===== src/rtl/backend_id_allocator.sv =====
// -----------------------------------------------------------------------------
// backend_id_allocator
//
// Backend-side responder for the issue-stage protocol. Each accepted request
// is given a transaction ID from a pool of NUM_IDS. The ID goes back to the
// issue stage on the reply channel. In parallel, the request payload is
// forwarded to the memory side tagged with that ID. The memory side releases
// IDs on completion, which bounds the number of outstanding lookups.
//
// Ports:
//   clk_i, rst_ni              clock, asynchronous active-low reset
//   req_data_i/valid_i/ready_o request channel from the issue stage
//   rsp_data_o/valid_o/ready_i reply to the issue stage; low ID_WIDTH bits
//                              hold the ID, upper bits are zero
//   mem_data_o/id_o/valid_o/ready_i  request forwarded to the memory side
//   free_id_i, free_valid_i    ID release strobe (single cycle, no backpressure)
//   outstanding_o              number of IDs currently allocated
//   free_err_o                 sticky flag for a release of an unallocated or
//                              out-of-range ID
//
// Build option:
//   BACKEND_ID_ALLOC_ROUND_ROBIN_EN -- when defined, the search for a free ID
//   starts at a rotating pointer instead of at index 0.
// -----------------------------------------------------------------------------
module backend_id_allocator #(
  parameter int DATA_WIDTH = 32,
  parameter int NUM_IDS    = 4,
  parameter int ID_WIDTH   = $clog2(NUM_IDS)
) (
  input  logic                  clk_i,
  input  logic                  rst_ni,
  input  logic [DATA_WIDTH-1:0] req_data_i,
  input  logic                  req_valid_i,
  output logic                  req_ready_o,
  output logic [DATA_WIDTH-1:0] rsp_data_o,
  output logic                  rsp_valid_o,
  input  logic                  rsp_ready_i,
  output logic [DATA_WIDTH-1:0] mem_data_o,
  output logic [ID_WIDTH-1:0]   mem_id_o,
  output logic                  mem_valid_o,
  input  logic                  mem_ready_i,
  input  logic [ID_WIDTH-1:0]   free_id_i,
  input  logic                  free_valid_i,
  output logic [ID_WIDTH:0]     outstanding_o,
  output logic                  free_err_o
);

  logic [NUM_IDS-1:0]    alloc_q, alloc_d;
  logic [ID_WIDTH:0]     outstanding_q, outstanding_d;
  logic                  rsp_valid_q, rsp_valid_d;
  logic [ID_WIDTH-1:0]   rsp_id_q, rsp_id_d;
  logic                  mem_valid_q, mem_valid_d;
  logic [DATA_WIDTH-1:0] mem_data_q, mem_data_d;
  logic [ID_WIDTH-1:0]   mem_id_q, mem_id_d;
  logic                  free_err_q, free_err_d;

  logic                  any_free;
  logic [ID_WIDTH-1:0]   chosen_id;
  logic                  accept;
  logic                  free_ok;

  // Freeing and allocation both look at the bitmap as registered at the start
  // of the cycle, so a released ID cannot be handed out in its release cycle.
  assign any_free = ~(&alloc_q);

  // Gated with rst_ni so the issue stage never sees ready while in reset.
  assign req_ready_o = rst_ni & any_free
                     & (~rsp_valid_q | rsp_ready_i)
                     & (~mem_valid_q | mem_ready_i);
  assign accept = req_valid_i & req_ready_o;

`ifdef BACKEND_ID_ALLOC_ROUND_ROBIN_EN
  logic [ID_WIDTH-1:0] ptr_q, ptr_d;

  // Walk the candidates from farthest to nearest (relative to ptr_q), so the
  // last match written is the first free index at or after the pointer.
  always_comb begin
    int idx;
    // NOTE: every variable gets a default before any branch, otherwise an
    // unassigned path infers a latch.
    chosen_id = '0;
    idx       = 0;
    for (int k = NUM_IDS - 1; k >= 0; k--) begin
      idx = int'(ptr_q) + k;
      if (idx >= NUM_IDS) idx = idx - NUM_IDS;
      if (!alloc_q[idx]) chosen_id = ID_WIDTH'(idx);
    end
  end

  always_comb begin
    ptr_d = ptr_q;
    if (accept) begin
      ptr_d = (chosen_id == ID_WIDTH'(NUM_IDS - 1)) ? '0 : chosen_id + ID_WIDTH'(1);
    end
  end

  always_ff @(posedge clk_i or negedge rst_ni) begin
    if (!rst_ni) ptr_q <= '0;
    else         ptr_q <= ptr_d;
  end
`else
  // Descending scan: the last match written is the lowest free index.
  always_comb begin
    chosen_id = '0;
    for (int i = NUM_IDS - 1; i >= 0; i--) begin
      if (!alloc_q[i]) chosen_id = ID_WIDTH'(i);
    end
  end
`endif

  // A release counts only if it names an allocated ID. The equality decode
  // also rejects out-of-range IDs when NUM_IDS is not a power of two.
  always_comb begin
    free_ok = 1'b0;
    for (int i = 0; i < NUM_IDS; i++) begin
      if (free_valid_i && free_id_i == ID_WIDTH'(i) && alloc_q[i]) free_ok = 1'b1;
    end
  end

  always_comb begin
    alloc_d       = alloc_q;
    outstanding_d = outstanding_q;
    rsp_valid_d   = rsp_valid_q;
    rsp_id_d      = rsp_id_q;
    mem_valid_d   = mem_valid_q;
    mem_data_d    = mem_data_q;
    mem_id_d      = mem_id_q;
    free_err_d    = free_err_q | (free_valid_i & ~free_ok);

    // The accepted ID is free and the released ID is allocated, so the two
    // never touch the same bit.
    if (accept)  alloc_d[chosen_id] = 1'b1;
    if (free_ok) alloc_d[free_id_i] = 1'b0;
    outstanding_d = outstanding_q + (ID_WIDTH+1)'(accept) - (ID_WIDTH+1)'(free_ok);

    // Both output registers are loaded together on accept. When there is no
    // accept, each one drains on its own handshake.
    if (accept) begin
      rsp_valid_d = 1'b1;
      rsp_id_d    = chosen_id;
      mem_valid_d = 1'b1;
      mem_data_d  = req_data_i;
      mem_id_d    = chosen_id;
    end else begin
      if (rsp_ready_i) rsp_valid_d = 1'b0;
      if (mem_ready_i) mem_valid_d = 1'b0;
    end
  end

  // NOTE: state registers use non-blocking assignments so every flop samples
  // pre-edge values regardless of block ordering. The ID bitmap is only
  // NUM_IDS flops, so it is reset like any other register. A reset mid-run
  // must drop every in-flight ID.
  always_ff @(posedge clk_i or negedge rst_ni) begin
    if (!rst_ni) begin
      alloc_q       <= '0;
      outstanding_q <= '0;
      rsp_valid_q   <= 1'b0;
      rsp_id_q      <= '0;
      mem_valid_q   <= 1'b0;
      mem_data_q    <= '0;
      mem_id_q      <= '0;
      free_err_q    <= 1'b0;
    end else begin
      alloc_q       <= alloc_d;
      outstanding_q <= outstanding_d;
      rsp_valid_q   <= rsp_valid_d;
      rsp_id_q      <= rsp_id_d;
      mem_valid_q   <= mem_valid_d;
      mem_data_q    <= mem_data_d;
      mem_id_q      <= mem_id_d;
      free_err_q    <= free_err_d;
    end
  end

  always_comb begin
    rsp_data_o                 = '0;
    rsp_data_o[ID_WIDTH-1:0]   = rsp_id_q;
  end

  assign rsp_valid_o   = rsp_valid_q;
  assign mem_data_o    = mem_data_q;
  assign mem_id_o      = mem_id_q;
  assign mem_valid_o   = mem_valid_q;
  assign outstanding_o = outstanding_q;
  assign free_err_o    = free_err_q;

endmodule


===== config.mk =====
export PLATFORM = sky130hd
export DESIGN_NAME = backend_id_allocator
export DESIGN_NICKNAME = d
export VERILOG_FILES = /design/src/rtl/backend_id_allocator.sv
export SDC_FILE = /design/constraint.sdc
export NUM_CORES = 1
export LEC_CHECK = 0
export BUFFER_PORTS_ARGS = -buffer_cell sky130_fd_sc_hd__buf_2
export CORE_AREA = 2 2 75 77
export CTS_BUF_LIST = sky130_fd_sc_hd__clkbuf_8
export CTS_CLUSTER_DIAMETER = 150
export CTS_CLUSTER_SIZE = 14
export DETAILED_ROUTE_END_ITERATION = 10
export DIE_AREA = 0 0 77 79
export GPL_ROUTABILITY_DRIVEN = 0
export HOLD_SLACK_MARGIN = 0.1
export PLACE_DENSITY = 0.8
export SLEW_MARGIN = 20
export SYNTH_ARGS = -nofsm -noshare
export SYNTH_HDL_FRONTEND = slang
export SYNTH_SLANG_ARGS = --single-unit

===== constraint.sdc =====
create_clock -name clk_i -period 2 [get_ports clk_i]
set_input_delay 0.1 -clock clk_i [delete_from_list [all_inputs] [get_ports clk_i]]
set_output_delay 0.1 -clock clk_i [all_outputs]
set_load 0.01 [all_outputs]

==> results of run 1 <==
==> per-stage QoR <==
step                setup WS [ns]  TNS (ns)  cells  hold slack [ns]  total power, W
floorplan                  -0.177    -0.350    186           -0.196         0.00195
global placement            0.153         0    310            0.253         0.00225
detailed placement         0.0890         0    310            0.256         0.00230
CTS                        0.0670         0    352            0.117         0.00292
global route             0.000537         0    353            0.138         0.00308
finish                     0.0811         0    353            0.128         0.00290
==> Yosys cell counts (2+ instances only) <==
library cell,number
buf_4,32
o31ai_1,2
mux2_2,5
o21ai_0,5
nand2b_1,3
nand3_1,3
nor4_1,2
nand2_1,5
dfrtp_1,44
inv_1,5
buf_6,3
mux2_4,27
xnor2_1,2
==> layer usage <==
metal  global-route usage (%)  wire (um)  part of all wire [%]  vias up
met1                     17.4       1860                    38      768
met2                     31.7       2690                    55       73
met4                     5.18         55                   1.1        0
met3                     4.20        285                   5.8        5
met5                        0          0                     0        -
li1                         -          -                     -      718
==> power by group <==
group          leakage (nW)  internal [W]  switching [W]
clock network        0.0404      0.000247       0.000305
logic                 0.932      0.000575       0.000481
registers             0.520       0.00113       0.000155
==> sequential cells by signal, summed over array words and instances, names as in the netlist <==
name	count
outstanding_o	3
mem_data_o	32
free_err_o	1
rsp_valid_o	1
alloc_q	4
mem_valid_o	1
mem_id_o	2
==> what timing repair did <==
action | CTS | global route
hold buffers | 34 | 0
setup endpoints to repair | 0 | 2
resized for setup | 0 | 0
buffers inserted | 0 | 1
endpoints found under the hold margin | 77 | 0
==> cells by family (layout without fill, tap and decap cells) <==
group	count (synthesis)	in the layout	synth area share, %
xor gates and xnor gates	3	3	1.21
and+or+nand+nor	22	22	6.58
DFF	44	44	50.8
adders and majority gates	2	2	1.50
other	1	30	0.173
AOI/OAI and AO/OA	11	11	3.41
muxes	34	34	22.8
buffers and inverters	40	135	13.5
==> path summary, 6_finish.rpt <==
check                              from          endpoint  slack [ns]
hold / removal             free_id_i[0]        alloc_q[0]        0.13
max in group asynchronous        rst_ni    mem_data_o[22]        1.15
hold reg to reg              free_err_o        free_err_o        0.49
setup / recovery             alloc_q[3]  outstanding_o[1]        0.08
setup reg to reg             alloc_q[3]  outstanding_o[1]        0.08
min in group asynchronous        rst_ni        alloc_q[2]        0.46
==> final cells by class <==
cell class                      count  share of cell area [%]
Clock inverter                      3                   0.797
Timing Repair Buffer              122                    26.7
Tap cell                           72                    3.02
Sequential cell                    44                    36.9
Multi-Input combinational cell    102                    29.7
Inverter                            5                   0.629
Clock buffer                        5                    2.31
==> critical path, cell delays in order, from the launching register on <==
cell and delay (ns):
dfrtp_1 0.43, mux4_2 0.51, nand2_1 0.11, xnor2_1 0.13, ha_1 0.19, fa_2 0.43
==> impl_metrics.py, run 1 <==
metrics = {
    "critical_path": {
        "cp_max_fo": 5,
        "required_ns": 2.17,
        "cp.arrival_ns": 2.09,
        "worst_setup_path_end_kind": "flip-flop",
        "crit_path_start_kind": "flip-flop",
        "path_class": "reg -> reg",
        "reg2reg_depth": 5,
    },
    "cts": {
        "ctsLongestPathBuffers": 2,
        "htreeDepth": 2,
        "clockRootBuffer": "clkbuf_8",
        "cts_sinks": 44,
        "clk_latency_ns": 0.29,
        "cts_tree": "built",
        "clk_pin_slew_worst_paths_ns": 0.09,
        "cts_buffers": 5,
    },
    "global_route": {
        "grt_max_degree": 46,
        "grt_usage_pct": 16.4,
        "overflow": 0,
        "grt_pass1_wl_mm": 7.67,
        "grt_antenna_before_repair": 0,
        "grt_pass1_vias": 1591,
    },
    "final_layout": {
        "multi_input_comb_area_sq_um": 885,
        "fin_util_pct": 55.9,
        "final_cell_mix": "buf_2 (82), dfrtp_1 (44), dlygate4sd3_1 (34)",
        "seqCellArea_sq_um": 1100,
        "n_antenna_cell": 0,
        "drive_gt1_share_pct": 48.0,
        "areaGrowthSynthToFinish_pct": 37.6,
        "layout_commonest_cell": "buf_2",
        "final_nets": 322,
        "fillers": 477,
        "fin_area_sq_um": 2980,
    },
    "sta": {
        "min_period_ns": 1.92,
        "fin_skew_ns": 0.00640,
        "setup_viol": 0,
        "period_share_pct": 95.9,
        "hold_viol_final": 0,
        "maxSlewViolCount": 0,
        "slew_headroom_pct": 62.8,
        "max_freq_mhz": 521,
        "tightest_slew_ns": 0.557,
        "rsz0062_at_grt": "false",
    },
    "yosys": {
        "yosys_warnings": 0,
        "synth_seq_cells": 44,
        "ys.flop_type": "dfrtp_1",
        "syn_inst": 157,
        "post-synth-top-area-cell": "dfrtp_1",
        "yosysUniqueCellTypes": 32,
        "synth.area.top_cells": "dfrtp_1 (51%), mux2_4 (19%), buf_4 (11%)",
        "syn_avg_cell_area_sq_um": 13.8,
        "post-synth-top-area-fraction_pct": 50.8,
        "synth-edff-count": 0,
        "ys_seq_area_share_pct": 50.8,
        "syn_area_sq_um": 2170,
        "synth-async-reset-ratio_pct": 100,
    },
    "routing": {
        "wl_per_cell_um": 13.9,
        "drc_errors": 0,
        "dr.pass1.iters": 4,
        "avgViaCountPerCell": 4.43,
        "wl_mm": 4.89,
        "antenna_left": 0,
        "vias": 1564,
        "detail_route.iter0.violations": 34,
    },
    "min_path": {
        "worstHoldPathCells": 3,
        "hp-class": "in -> reg",
    },
    "run_status": {
        "status": "finished, final reports clean",
    },
    "run": {
        "drv_cap": 0,
    },
    "pwr": {
        "p_leak_nw": 1.49,
        "power_density_nw_per_um2": 971,
        "ir_drop_mv": 0.396,
    },
    "die": {
        "io_pins": 113,
        "core_area_sq_um": 5340,
        "initial_utilization_pct": 40.6,
        "die_area_sq_um": 6080,
        "die_w_um": 77,
        "row_count": 27,
        "fp.dieH_um": 79,
    },
    "placement": {
        "port_buffers": 82,
        "dp.final_hpwl_mm": 3.19,
        "postPlaceCellArea_sq_um": 2540,
    },
}
(Power assumes the default switching activity.)
==> run 2: changes to the inputs <==
--- a/config.mk
+++ b/config.mk
@@ -14,7 +14,7 @@
 export DIE_AREA = 0 0 77 79
 export GPL_ROUTABILITY_DRIVEN = 0
 export HOLD_SLACK_MARGIN = 0.1
-export PLACE_DENSITY = 0.8
+export PLACE_DENSITY = 0.77
 export SLEW_MARGIN = 20
 export SYNTH_ARGS = -nofsm -noshare
 export SYNTH_HDL_FRONTEND = slang
==> run 2 against run 1 <==
Effect of this change: combinational power about the same; sequential power about the same; clock skew decreased by 0.0020 ns; core utilization increased by 0.73 points; total power increased by 4.0%; via count decreased by 2.1%.
==> impl_metrics.py, run 2 (same netlist as run 1, synthesis figures left out) <==
metrics = {
    "routing": {
        "dr.pass1.iters": 4,
        "wl_mm": 4.79,
        "wl_per_cell_um": 13.6,
        "drc_errors": 0,
        "vias": 1531,
        "avgViaCountPerCell": 4.34,
        "detail_route.iter0.violations": 45,
        "antenna_left": 0,
    },
    "critical_path": {
        "required_ns": 2.16,
        "crit_path_max_incr_delay_ns": 0.49,
        "path_class": "reg -> reg",
        "crit_path_cell_trace": "mux4_2 -> nand2_1 -> xnor2_1 -> ha_1 -> fa_2",
        "cp_max_fo": 6,
        "worst_setup_path_end_kind": "flip-flop",
        "cpMaxStageDelayCell": "mux4_2",
        "cp.arrival_ns": 2.08,
        "crit_path_start_kind": "flip-flop",
    },
    "die": {
        "die_area_sq_um": 6080,
        "initial_utilization_pct": 40.6,
        "row_count": 27,
        "core_area_sq_um": 5340,
        "die_w_um": 77,
        "fp.dieH_um": 79,
        "io_pins": 113,
    },
    "final_layout": {
        "final_cell_mix": "buf_2 (82), dfrtp_1 (43), dlygate4sd3_1 (34)",
        "n_antenna_cell": 0,
        "drive_gt1_share_pct": 48.8,
        "layout_commonest_cell": "buf_2",
        "largest_register_ffs": 32,
        "areaGrowthSynthToFinish_pct": 39.4,
        "final_nets": 322,
        "fin_area_sq_um": 3020,
        "final_cells": 353,
    },
    "cts": {
        "clockRootBuffer": "clkbuf_8",
        "post_cts_buffers": 0,
        "clk_latency_ns": 0.29,
        "cts_buffers": 5,
        "cts_tree": "built",
        "cts_sinks": 44,
        "ctsLongestPathBuffers": 2,
        "clk_pin_slew_worst_paths_ns": 0.08,
        "htreeDepth": 2,
    },
    "global_route": {
        "grt_antenna_before_repair": 0,
        "grt_max_degree": 46,
        "grt_usage_pct": 15.6,
        "grt_pass1_wl_mm": 7.33,
        "overflow": 0,
        "grt_pass1_vias": 1500,
    },
    "pwr": {
        "p_leak_nw": 1.51,
        "finalPower_w": 0.00301,
        "ir_drop_mv": 0.459,
        "power_density_nw_per_um2": 997,
    },
    "sta": {
        "period_share_pct": 96.0,
        "max_freq_mhz": 521,
        "min_period_ns": 1.92,
        "rsz0062_at_grt": "false",
        "maxSlewViolCount": 0,
        "setup_viol": 0,
        "holdWs_ns": 0.131,
        "hold_viol_final": 0,
        "fin_skew_ns": 0.00441,
        "finalSetupTns_ns": 0,
    },
    "placement": {
        "dp.final_hpwl_mm": 3.04,
        "port_buffers": 82,
        "postPlaceCellArea_sq_um": 2560,
        "dp_cells": 311,
    },
    "min_path": {
        "hp-class": "in -> reg",
    },
    "run": {
        "drv_cap": 0,
    },
    "run_status": {
        "status": "finished, final reports clean",
    },
}
==> run 2: critical path, delay by kind of cell, from the launching register on <==
kind | cells | cell delay, ns
flip-flops | 1 | 0.45
AND/OR/NAND/NOR | 1 | 0.11
multiplexers | 1 | 0.49
adder cells (fa/ha/maj) | 2 | 0.61
XOR/XNOR | 1 | 0.13
==> run 2: metrics by stage <==
| stage | utilization, % | setup WS [ns] |
|---|---|---|
| 2_1_floorplan | - | -0.177 |
| 3_3_place_gp | 48.0 | 0.153 |
| 3_5_place_dp | 48.0 | 0.0665 |
| 4_1_cts | 56.5 | 0.0442 |
| 5_1_grt | 56.6 | 0.00666 |
| 6_report | 56.6 | 0.0809 |
==> run 2: worst paths after layout <==
check	start	to	slack, ns	cells after the start
setup reg to reg	alloc_q[2]	outstanding_o[1]	0.08	5
hold / removal	free_id_i[0]	alloc_q[0]	0.13	3
max in group asynchronous	rst_ni	alloc_q[2]	1.26	3
setup / recovery	alloc_q[2]	outstanding_o[1]	0.08	5
hold reg to reg	free_err_o	free_err_o	0.49	1
min in group asynchronous	rst_ni	mem_id_o[1]	0.41	3
==> run 2: cell type report <==
class	count	area (sq um)
multi-input cells	102	887
well taps	72	90.1
flip-flops and latches	44	1100
clock buffers	5	68.8
fillers	476	2320
repair buffers	122	812
inverters	5	18.8
clock inverters	3	42.5
==> run 2: where the power goes <==
group	internal [W]	switching, W	leakage [nW]	total (W)
combinational	0.000570	0.000476	0.937	0.00105
sequential	0.00113	0.000163	0.519	0.00130
clock	0.000370	0.000299	0.0541	0.000668
total	0.00207	0.000937	1.51	0.00301
==> run 2: what timing repair did <==
action                                  CTS  global route
endpoints found under the setup margin    0             3
resized for setup                         0             3
hold endpoints to repair                 77             0
hold buffers                             34             0
==> run 2: per-layer routing <==
metal  track usage (%)  vias to the layer above  routed length, um
met5                 0                        -                  0
met4              5.89                        0                 52
met3              2.73                        4                280
met2              28.2                       82               2510
met1              18.8                      726               1950
li1                  -                      719                  -
